### src/rtl/instr_encoder_pkg.sv
// Shared definitions for the instruction encoder: request kinds, op codes,
// opcode prefixes and rejection codes.
package instr_encoder_pkg;

  localparam int IR_W  = 18;
  localparam int IMM_W = 18;

  typedef enum logic [3:0] {
    KIND_ALU   = 4'd0,
    KIND_SHIFT = 4'd1,
    KIND_JCC   = 4'd2,
    KIND_CALL  = 4'd3,
    KIND_JREG  = 4'd4,
    KIND_MOVI  = 4'd5,
    KIND_SETHI = 4'd6,
    KIND_ADDI  = 4'd7,
    KIND_CMPI  = 4'd8,
    KIND_RDKBD = 4'd9,
    KIND_PUTC  = 4'd10
  } kind_e;

  typedef enum logic [2:0] {
    ALU_AND, ALU_OR, ALU_XOR, ALU_SETHI, ALU_ADD, ALU_SUB, ALU_ADDC, ALU_SUBC
  } alu_op_e;

  // Shift ops occupy two bits; op values 4..7 cannot be encoded and are rejected.
  typedef enum logic [1:0] {
    SH_SLL, SH_SRL, SH_SRA, SH_ROL
  } shift_op_e;

  typedef enum logic [1:0] {
    ERR_NONE     = 2'd0,
    ERR_KIND     = 2'd1,
    ERR_RANGE    = 2'd2,
    ERR_SHIFT_OP = 2'd3
  } err_code_e;

  localparam logic [2:0] PFX_ALU   = 3'b000;
  localparam logic [2:0] PFX_SHIFT = 3'b001;
  localparam logic [2:0] PFX_JCC   = 3'b011;
  localparam logic [2:0] PFX_CALL  = 3'b100;
  localparam logic [2:0] PFX_JREG  = 3'b101;
  localparam logic [4:0] PFX_MOVI  = 5'b11000;
  localparam logic [4:0] PFX_SETHI = 5'b11001;
  localparam logic [4:0] PFX_ADDI  = 5'b11010;
  localparam logic [4:0] PFX_CMPI  = 5'b11011;
  localparam logic [5:0] PFX_RDKBD = 6'b111110;
  localparam logic [5:0] PFX_PUTC  = 6'b111111;

endpackage

### src/rtl/instr_encoder_pack.sv
// Combinational field packer: builds the 18-bit word for one request and
// reports why the request must be rejected, if it must.
module instr_pack
  import instr_encoder_pkg::*;
(
  input  kind_e             kind_i,
  input  logic [2:0]        op_i,
  input  logic              shift_imm_i,
  input  logic [3:0]        rd_i,
  input  logic [3:0]        rs1_i,
  input  logic [3:0]        rs2_i,
  input  logic [3:0]        cond_i,
  input  logic [IMM_W-1:0]  imm_i,
  output logic [IR_W-1:0]   ir_o,
  output err_code_e         err_o
);

  logic sext9_ok;
  logic abs11_ok;
  logic shamt_ok;

  assign sext9_ok = (imm_i[17:8] == '0) || (imm_i[17:8] == '1);
  assign abs11_ok = (imm_i[17:11] == '0);
  assign shamt_ok = (imm_i[17:4] == '0);

  always_comb begin
    // NOTE: defaults first so every path assigns both outputs and no latch is inferred.
    ir_o  = '0;
    err_o = ERR_NONE;
    case (kind_i)
      KIND_ALU:   ir_o = {PFX_ALU, op_i, rs2_i, rs1_i, rd_i};
      KIND_SHIFT: begin
        ir_o = {PFX_SHIFT, shift_imm_i, op_i[1:0],
                shift_imm_i ? imm_i[3:0] : rs2_i, rs1_i, rd_i};
        if (op_i[2])                       err_o = ERR_SHIFT_OP;
        else if (shift_imm_i && !shamt_ok) err_o = ERR_RANGE;
      end
      KIND_JCC: begin
        ir_o = {PFX_JCC, imm_i[10:0], cond_i};
        if (!abs11_ok) err_o = ERR_RANGE;
      end
      KIND_CALL: begin
        ir_o = {PFX_CALL, imm_i[10:0], rd_i};
        if (!abs11_ok) err_o = ERR_RANGE;
      end
      KIND_JREG: begin
        ir_o = {PFX_JREG, imm_i[10:0], rs1_i};
        if (!abs11_ok) err_o = ERR_RANGE;
      end
      KIND_MOVI: begin
        ir_o = {PFX_MOVI, imm_i[8:0], rd_i};
        if (!sext9_ok) err_o = ERR_RANGE;
      end
      // SETHI carries the upper nine bits; the low bits are simply dropped.
      KIND_SETHI: ir_o = {PFX_SETHI, imm_i[17:9], rd_i};
      KIND_ADDI: begin
        ir_o = {PFX_ADDI, imm_i[8:0], rd_i};
        if (!sext9_ok) err_o = ERR_RANGE;
      end
      KIND_CMPI: begin
        ir_o = {PFX_CMPI, imm_i[8:0], rs1_i};
        if (!sext9_ok) err_o = ERR_RANGE;
      end
      KIND_RDKBD: ir_o = {PFX_RDKBD, 8'h00, rd_i};
      KIND_PUTC:  ir_o = {PFX_PUTC, rs2_i, rs1_i, rd_i};
      default:    err_o = ERR_KIND;
    endcase
  end

endmodule

### src/rtl/instr_encoder.sv
// Instruction encoder: accepts field-level requests, packs them, queues the
// words in a small FIFO and tags each popped word with a program-RAM address.
module instr_encoder
  import instr_encoder_pkg::*;
#(
  parameter int                DEPTH     = 2,
  parameter int                ADDR_W    = 10,
  parameter logic [ADDR_W-1:0] BASE_ADDR = '0
) (
  input  logic              clk,
  input  logic              rst,
  input  logic              in_valid,
  output logic              in_ready,
  input  logic [3:0]        in_kind,
  input  logic [2:0]        in_op,
  input  logic              in_shift_imm,
  input  logic [3:0]        in_rd,
  input  logic [3:0]        in_rs1,
  input  logic [3:0]        in_rs2,
  input  logic [3:0]        in_cond,
  input  logic [IMM_W-1:0]  in_imm,
  output logic              out_valid,
  input  logic              out_ready,
  output logic [IR_W-1:0]   out_ir,
  output logic [ADDR_W-1:0] out_addr,
  input  logic              load_base,
  input  logic [ADDR_W-1:0] base_addr,
  output logic              err_valid,
  output logic [1:0]        err_code,
  output logic [7:0]        err_count
);

  localparam int PTR_W = $clog2(DEPTH);

  logic [IR_W-1:0]   pack_ir;
  err_code_e         pack_err;
  logic [IR_W-1:0]   mem_q [DEPTH];
  logic [PTR_W-1:0]  wr_ptr_q, rd_ptr_q;
  logic [PTR_W:0]    count_q, count_d;
  logic [ADDR_W-1:0] addr_q, addr_d;
  logic              err_valid_q, err_valid_d;
  logic [1:0]        err_code_q, err_code_d;
  logic [7:0]        err_count_q, err_count_d;
  logic              full, empty, accept, push, pop;

  instr_pack u_pack (
    .kind_i      (kind_e'(in_kind)),
    .op_i        (in_op),
    .shift_imm_i (in_shift_imm),
    .rd_i        (in_rd),
    .rs1_i       (in_rs1),
    .rs2_i       (in_rs2),
    .cond_i      (in_cond),
    .imm_i       (in_imm),
    .ir_o        (pack_ir),
    .err_o       (pack_err)
  );

  assign full      = (count_q == (PTR_W + 1)'(DEPTH));
  assign empty     = (count_q == '0);
  assign in_ready  = !rst && !full;
  assign accept    = in_valid && in_ready;
  // Rejected requests complete the handshake but never enter the FIFO.
  assign push      = accept && (pack_err == ERR_NONE);
  assign pop       = out_valid && out_ready;
  assign out_valid = !empty;
  assign out_ir    = empty ? '0 : mem_q[rd_ptr_q];
  assign out_addr  = addr_q;
  assign err_valid = err_valid_q;
  assign err_code  = err_code_q;
  assign err_count = err_count_q;

  always_comb begin
    count_d     = count_q;
    addr_d      = addr_q;
    err_valid_d = 1'b0;
    err_code_d  = err_code_q;
    err_count_d = err_count_q;
    case ({push, pop})
      2'b10:   count_d = count_q + 1'b1;
      2'b01:   count_d = count_q - 1'b1;
      default: count_d = count_q;
    endcase
    // A base load takes priority over the post-pop increment.
    if (load_base)  addr_d = base_addr;
    else if (pop)   addr_d = addr_q + 1'b1;
    if (accept && (pack_err != ERR_NONE)) begin
      err_valid_d = 1'b1;
      err_code_d  = pack_err;
      if (err_count_q != 8'hFF) err_count_d = err_count_q + 1'b1;
    end
  end

  always_ff @(posedge clk) begin
    // NOTE: sequential state uses non-blocking assignments so all registers update together.
    if (rst) begin
      wr_ptr_q    <= '0;
      rd_ptr_q    <= '0;
      count_q     <= '0;
      addr_q      <= BASE_ADDR;
      err_valid_q <= 1'b0;
      err_code_q  <= ERR_NONE;
      err_count_q <= '0;
    end else begin
      if (push) wr_ptr_q <= wr_ptr_q + 1'b1;
      if (pop)  rd_ptr_q <= rd_ptr_q + 1'b1;
      count_q     <= count_d;
      addr_q      <= addr_d;
      err_valid_q <= err_valid_d;
      err_code_q  <= err_code_d;
      err_count_q <= err_count_d;
    end
  end

  // NOTE: FIFO storage is not reset; the occupancy count alone decides what is valid.
  always_ff @(posedge clk) begin
    if (push) mem_q[wr_ptr_q] <= pack_ir;
  end

endmodule

### config.mk
export PLATFORM = sky130hd
export DESIGN_NAME = instr_encoder
export DESIGN_NICKNAME = d
export VERILOG_FILES = /design/src/rtl/instr_encoder_pkg.sv /design/src/rtl/instr_encoder_pack.sv /design/src/rtl/instr_encoder.sv
export SDC_FILE = /design/constraint.sdc
export NUM_CORES = 1
export LEC_CHECK = 0
export BUFFER_PORTS_ARGS = -buffer_cell sky130_fd_sc_hd__buf_4
export CAP_MARGIN = 20
export CORE_ASPECT_RATIO = 0.6
export CORE_MARGIN = 2
export CORE_UTILIZATION = 56
export CTS_CLUSTER_DIAMETER = 200
export CTS_CLUSTER_SIZE = 8
export DETAILED_ROUTE_END_ITERATION = 10
export HOLD_SLACK_MARGIN = 0.08
export PLACE_DENSITY = 0.86
export SKIP_CTS_REPAIR_TIMING = 1
export SLEW_MARGIN = 10
export SYNTH_ARGS = -nofsm -noshare
export SYNTH_HDL_FRONTEND = slang
export SYNTH_SLANG_ARGS = --single-unit
export TNS_END_PERCENT = 5
### constraint.sdc
create_clock -name clk -period 6.7 [get_ports clk]
set_input_delay 1.34 -clock clk [delete_from_list [all_inputs] [get_ports clk]]
set_output_delay 1.34 -clock clk [all_outputs]
set_load 0.02 [all_outputs]
==> results of run 1 <==
==> report_power, final <==
| part | internal [mW] | switching (mW) | total, mW |
|---|---|---|---|
| logic | 0.108 | 0.132 | 0.240 |
| registers | 0.424 | 0.0228 | 0.446 |
| clock network | 0.173 | 0.153 | 0.326 |
| total | 0.705 | 0.308 | 1.01 |
==> worst max-delay path by stage <==
| stage | to | cells after the start | slack (ns) |
|---|---|---|---|
| global route | count_q[1] | 10 | 3.04 |
| CTS | in_ready | 4 | 3.11 |
| detailed placement | count_q[1] | 9 | 2.89 |
| global placement | count_q[1] | 9 | 2.96 |
| floorplan | mem_q[0][0] | 6 | 2.88 |
| finish | in_ready | 4 | 3.10 |
==> cell usage after synthesis, drive strengths merged, types with 6 or more instances <==
master,n
nand4,6
nand2,31
inv,10
mux2i,23
nand3,9
buf,6
xnor2,6
dfxtp,26
nor2,46
xor2,8
or3,6
o21ai,14
a21oi,21
a222oi,8
clkbuf,11
edfxtp,36
==> area by class of cell <==
type / instances / area (sq um) / area share
flip-flops and latches: 62 / 1602 / 0.3796
well taps: 80 / 100.1 / 0.02372
inverters: 11 / 41.29 / 0.009786
clock inverters: 7 / 70.07 / 0.01661
repair buffers: 100 / 750.7 / 0.1779
clock buffers: 9 / 123.9 / 0.02936
multi-input cells: 237 / 1531 / 0.3630
==> critical path, cell delays in order <==
cell and delay (ns):
sky130_fd_sc_hd__buf_4 0.22, sky130_fd_sc_hd__clkinv_1 0.30, sky130_fd_sc_hd__o21a_1 0.23, sky130_fd_sc_hd__buf_4 0.16
==> state kept, by name (all words and copies together), names as in the netlist, named ones only <==
signal and count:
err_valid 1, rd_ptr_q 1, err_count 8, mem_q 36, err_code 2, count_q 2
wr_ptr_q 1, out_addr 10
==> routing by layer <==
metal | wire (um) | track usage | up-vias
met5 | 0 | 0 | -
met4 | 82 | 0.05167 | 0
met3 | 664 | 0.07047 | 8
met2 | 3748 | 0.4087 | 123
met1 | 3722 | 0.3825 | 1371
li1 | - | - | 1383
==> logic make-up (layout without fill, tap and decap cells) <==
group                    Yosys count  after routing  share of synthesized area
adder cells (fa/ha/maj)            4              4                    0.01463
flip-flops                        62             62                     0.4927
AO/OA/AOI/OAI                     71             71                     0.1520
AND/OR/NAND/NOR                  124            124                     0.1925
XOR/XNOR                          14             14                    0.03772
buffers and inverters             28            127                    0.03618
multiplexers                      24             24                    0.07429
==> metrics by stage <==
step / instances / hold WS [ns] / power [mW] / setup slack (ns)
final: 506 / 0.4950 / 1.012 / 3.101
after global placement: 490 / 0.4729 / 0.6853 / 2.963
after detailed placement: 490 / 0.4871 / 0.6923 / 2.886
after CTS: 506 / 0.4990 / 1.014 / 3.113
after floorplan: 327 / 0.4502 / 0.5916 / 2.881
after global routing: 506 / 0.5218 / 1.058 / 3.036
==> impl_metrics.toml, run 1 <==
[critical_path]
crit_path_start_kind = "primary input"
r2r-end = "err_count[7]"
maximum_fanout_encountered_on_the_critical_timing_path = 18
critical_path.startpoint = "rst"
worst_setup_ep_type = "primary output"
worst-endpoint-arrival_ns = 2.26
regToRegStartpoint = "err_count[2]"
criticalPathCategory = "primary input to primary output"
r2r.worst_path.cells = 6
timing.reg2reg.setup_slack_ns = 4.70
crit_required_ns = 5.36

[pwr]
vdd_drop_max_mv = 0.2826
p_leak_nw = 1.723
power_density_mw_per_mm2 = 239.9

[logic_synthesis]
avgSynthCellArea_sq_um = 9.941
synth_edf_count = 36
synth.cell_area_sq_mm = 0.003251
synth.distinct_cells = 58
synthFlopType = "sky130_fd_sc_hd__edfxtp_1"
yosys_warnings = 0
postSynth.asyncResetShare = 0
ys_seq_elements = 62
netlist.top_cell.by_area = "sky130_fd_sc_hd__edfxtp_1"
synth.net_count = 387
largest_cells_by_area_after_synthesis = "sky130_fd_sc_hd__edfxtp_1 33%, sky130_fd_sc_hd__dfxtp_1 16%, sky130_fd_sc_hd__mux2i_1 7.1%"
netlist.area_leader.share = 0.3326
netlist_instances = 327
seq_area_frac_synth = 0.4927

[clock_network]
number_of_clock_buffers_inserted_by_tritoncts = 9
tritoncts_num_sinks = 62
clk_latency_ns = 0.34
cts.htree.levels = 3
cts.reportedPaths.clkPinSlew_ns = 0.07
clockRootBuffer = "sky130_fd_sc_hd__clkbuf_8"
cts_tree = "yes"
clock_tree.buffer_depth = 2

[flow_run]
max_cap_viol_count = 0

[grt]
antenna_found_initial = 0
first_global_vias = 2661
grt_max_degree = 24
track_usage = 0.2660
grt_first_pass_wirelength_mm = 13.01
grt-ovfl-total = 0

[finish]
final_nets = 481
layout_commonest_cell = "sky130_fd_sc_hd__buf_4"
finish.utilization = 0.7539
synthToLayoutAreaGrowth_pct = 29.79
antenna_cells_inserted = 0
mostFrequentLayoutCells = "100 x sky130_fd_sc_hd__buf_4, 46 x sky130_fd_sc_hd__nor2_1, 36 x sky130_fd_sc_hd__edfxtp_1"
fillCellCount = 431
post_route_cells_drive_above_1_share = 0.3099
finalInstanceArea_sq_mm = 0.004219

[outcome]
run_status = "finished clean"

[worst_hold_path]
min-delay-start = "err_code[0]"
min_delay_worst_endpoint = "err_code[0]"
hold_depth = 2
holdCritPathClass = "flip-flop to flip-flop"

[placed_design]
finalWeightedCongestion = 0.8446
dp.final_hpwl_mm = 6.210
placement.io_buffers = 97
detailed_place.area_sq_mm = 0.004025

[timing]
maxSlewHeadroom = 0.2716
unrepaired_setup_endpoints_after_global_routing = "no"
finalHoldViolations = 0
post-route-period-util = 0.5372
slew_viol_final = 0
clock-skew-final_ns = 0.009882
timing.final.crit_period_ns = 3.599
setup_total_neg_slack_ns = 0
worstMarginPinSlew_ns = 1.091
setup-violations-final = 0
fmax_ghz = 0.2779

[route]
antenna_violating_nets_post_route = 0
vias_per_cell = 5.702
final_routed_drc_violation_total = 0
detailroute.via_count = 2885
first_pass_iters = 5
drt_first_iter_violations = 255
wl_cell_um = 16.24
wl_mm = 8.217

[floorplanning]
initial_utilization = 0.5808
chipWidth_um = 102.4
die_h_um = 63.02
design.portCount = 98
core.rowCount = 21
floorplan.core_area_sq_mm = 0.005597
dieArea_sq_mm = 0.006450
(Power assumes the default switching activity.)
==> inputs of run 2 (changes only) <==
CORE_UTILIZATION = 47   (was 56)
PLACE_DENSITY = 0.77   (was 0.86)
clock period = 2.9 ns   (was 6.7 ns; I/O delays follow)
==> impl_metrics.toml, run 2 (synthesized netlist as in run 1, its figures left out) <==
[critical_path]
max_stage_delay_on_crit_path_ns = 0.55
crit_path_cell_trace = "buf_4 -> or4_4 -> nor3_4 -> nor3_2 -> nor3_2 -> nand4_1 -> ha_1 -> or3_1 -> a21oi_1"
worst-endpoint-arrival_ns = 2.85
criticalPathCategory = "primary input to flip-flop"
maximum_fanout_encountered_on_the_critical_timing_path = 3
crit_required_ns = 3.16
timing.reg2reg.setup_slack_ns = 1.04
crit_slowest_cell = "sky130_fd_sc_hd__or4_4"
critical_path.n_buffers_inverters = 1
cpLargestDelayFamily = "simple AND/OR/NAND/NOR gates"
crit_path_start_kind = "primary input"
worst_setup_ep_type = "flip-flop"
worst_path_most_repeated_cell = "sky130_fd_sc_hd__nor3_2"

[grt]
track_usage = 0.2383
grt_max_degree = 24
grt-ovfl-total = 0
grt_first_pass_wirelength_mm = 13.84
antenna_found_initial = 0
first_global_vias = 2713

[timing]
clock-skew-final_ns = 0.004591
finalHoldViolations = 0
post-route-period-util = 0.8935
slew_viol_final = 0
maxSlewHeadroom = 0.6241
fmax_ghz = 0.3859
worstMarginPinSlew_ns = 0.5639
timing.final.crit_period_ns = 2.591
unrepaired_setup_endpoints_after_global_routing = "no"
setup-violations-final = 0
worst_slack_ns = 0.3090
hold-worst-slack_ns = 0.4830

[placed_design]
post_place_worst_slack_ns = 0.003453
finalWeightedCongestion = 0.8428
dp.cells = 501
dp.final_hpwl_mm = 6.464
placement.io_buffers = 97

[route]
antenna_violating_nets_post_route = 0
wl_mm = 8.789
wl_cell_um = 17.00
first_pass_iters = 5
detailroute.via_count = 2874
vias_per_cell = 5.559
final_routed_drc_violation_total = 0
drt_first_iter_violations = 245

[floorplanning]
die_h_um = 68.42
initial_utilization = 0.4869
chipWidth_um = 111.4
design.portCount = 98
dieArea_sq_mm = 0.007620
core.rowCount = 23
floorplan.core_area_sq_mm = 0.006676

[finish]
fillCellCount = 541
post_layout_nonfiller_instances = 517
largest_register_ff_count = 36
largest_register = "mem_q"
post_route_cells_drive_above_1_share = 0.3163
final_nets = 485
mostFrequentLayoutCells = "102 x sky130_fd_sc_hd__buf_4, 46 x sky130_fd_sc_hd__nor2_1, 36 x sky130_fd_sc_hd__edfxtp_1"
synthToLayoutAreaGrowth_pct = 36.64
finish.utilization = 0.6653
layout_commonest_cell = "sky130_fd_sc_hd__buf_4"
antenna_cells_inserted = 0

[clock_network]
clk_latency_ns = 0.33
clock_tree.buffer_depth = 2
cts.htree.levels = 3
tritoncts_num_sinks = 62
cts.reportedPaths.clkPinSlew_ns = 0.06
cts_tree = "yes"
number_of_clock_buffers_inserted_by_tritoncts = 9
clockRootBuffer = "sky130_fd_sc_hd__clkbuf_16"

[outcome]
run_status = "finished clean"

[pwr]
power_density_mw_per_mm2 = 646.4
vdd_drop_max_mv = 0.3162
p_leak_nw = 1.817
power_mw = 2.871

[flow_run]
max_cap_viol_count = 0

[worst_hold_path]
holdCritPathClass = "flip-flop to flip-flop"
## run 2: power breakdown
group / internal [mW] / total (mW) / switching (mW) / leakage [nW]
sequential: 0.980 / 1.01 / 0.0283 / 0.543
combinational: 0.255 / 0.597 / 0.343 / 1.10
clock: 0.854 / 1.27 / 0.412 / 0.173
total: 2.09 / 2.87 / 0.783 / 1.82
## run 2: final cells by class
| type | count | area [sq um] | area share |
|---|---|---|---|
| multi-input cells | 237 | 1531 | 0.3448 |
| inverters | 11 | 41.29 | 0.009296 |
| clock buffers | 9 | 225.2 | 0.05070 |
| repair buffers | 104 | 805.8 | 0.1814 |
| clock inverters | 7 | 127.6 | 0.02873 |
| flip-flops and latches | 62 | 1602 | 0.3606 |
| well taps | 87 | 108.9 | 0.02451 |
## run 2: worst paths after layout
| kind | start | to | cells past startpoint |
|---|---|---|---|
| max | in_imm[17] | count_q[1] | 9 |
| min | err_code[0] | err_code[0] | 2 |
| min reg2reg | err_code[0] | err_code[0] | 2 |
| max reg2reg | count_q[0] | out_addr[9] | 6 |
## run 2: worst register-to-register path, cell delays in order (launching register included)
cell and delay [ns]:
sky130_fd_sc_hd__dfxtp_1 0.46, sky130_fd_sc_hd__o21a_1 0.39, sky130_fd_sc_hd__and4_1 0.38, sky130_fd_sc_hd__nand3_1 0.12
sky130_fd_sc_hd__xor2_1 0.15, sky130_fd_sc_hd__o21ai_0 0.17, sky130_fd_sc_hd__and2_1 0.14
## run 2: layer usage
metal | vias up | global-route usage | wire length (um)
met5 | - | 0 | 0
met4 | 0 | 0.06790 | 129
met3 | 13 | 0.06732 | 789
met2 | 132 | 0.3483 | 3742
met1 | 1328 | 0.3459 | 4127
li1 | 1401 | - | -
## run 2: metrics by stage
step | setup TNS, ns | cell area (sq um)
final | 0 | 4442
after global routing | 0 | 4442
after CTS | 0 | 4442
after detailed placement | 0 | 4089
after global placement | 0 | 4089
after floorplan | -5.720 | 3251
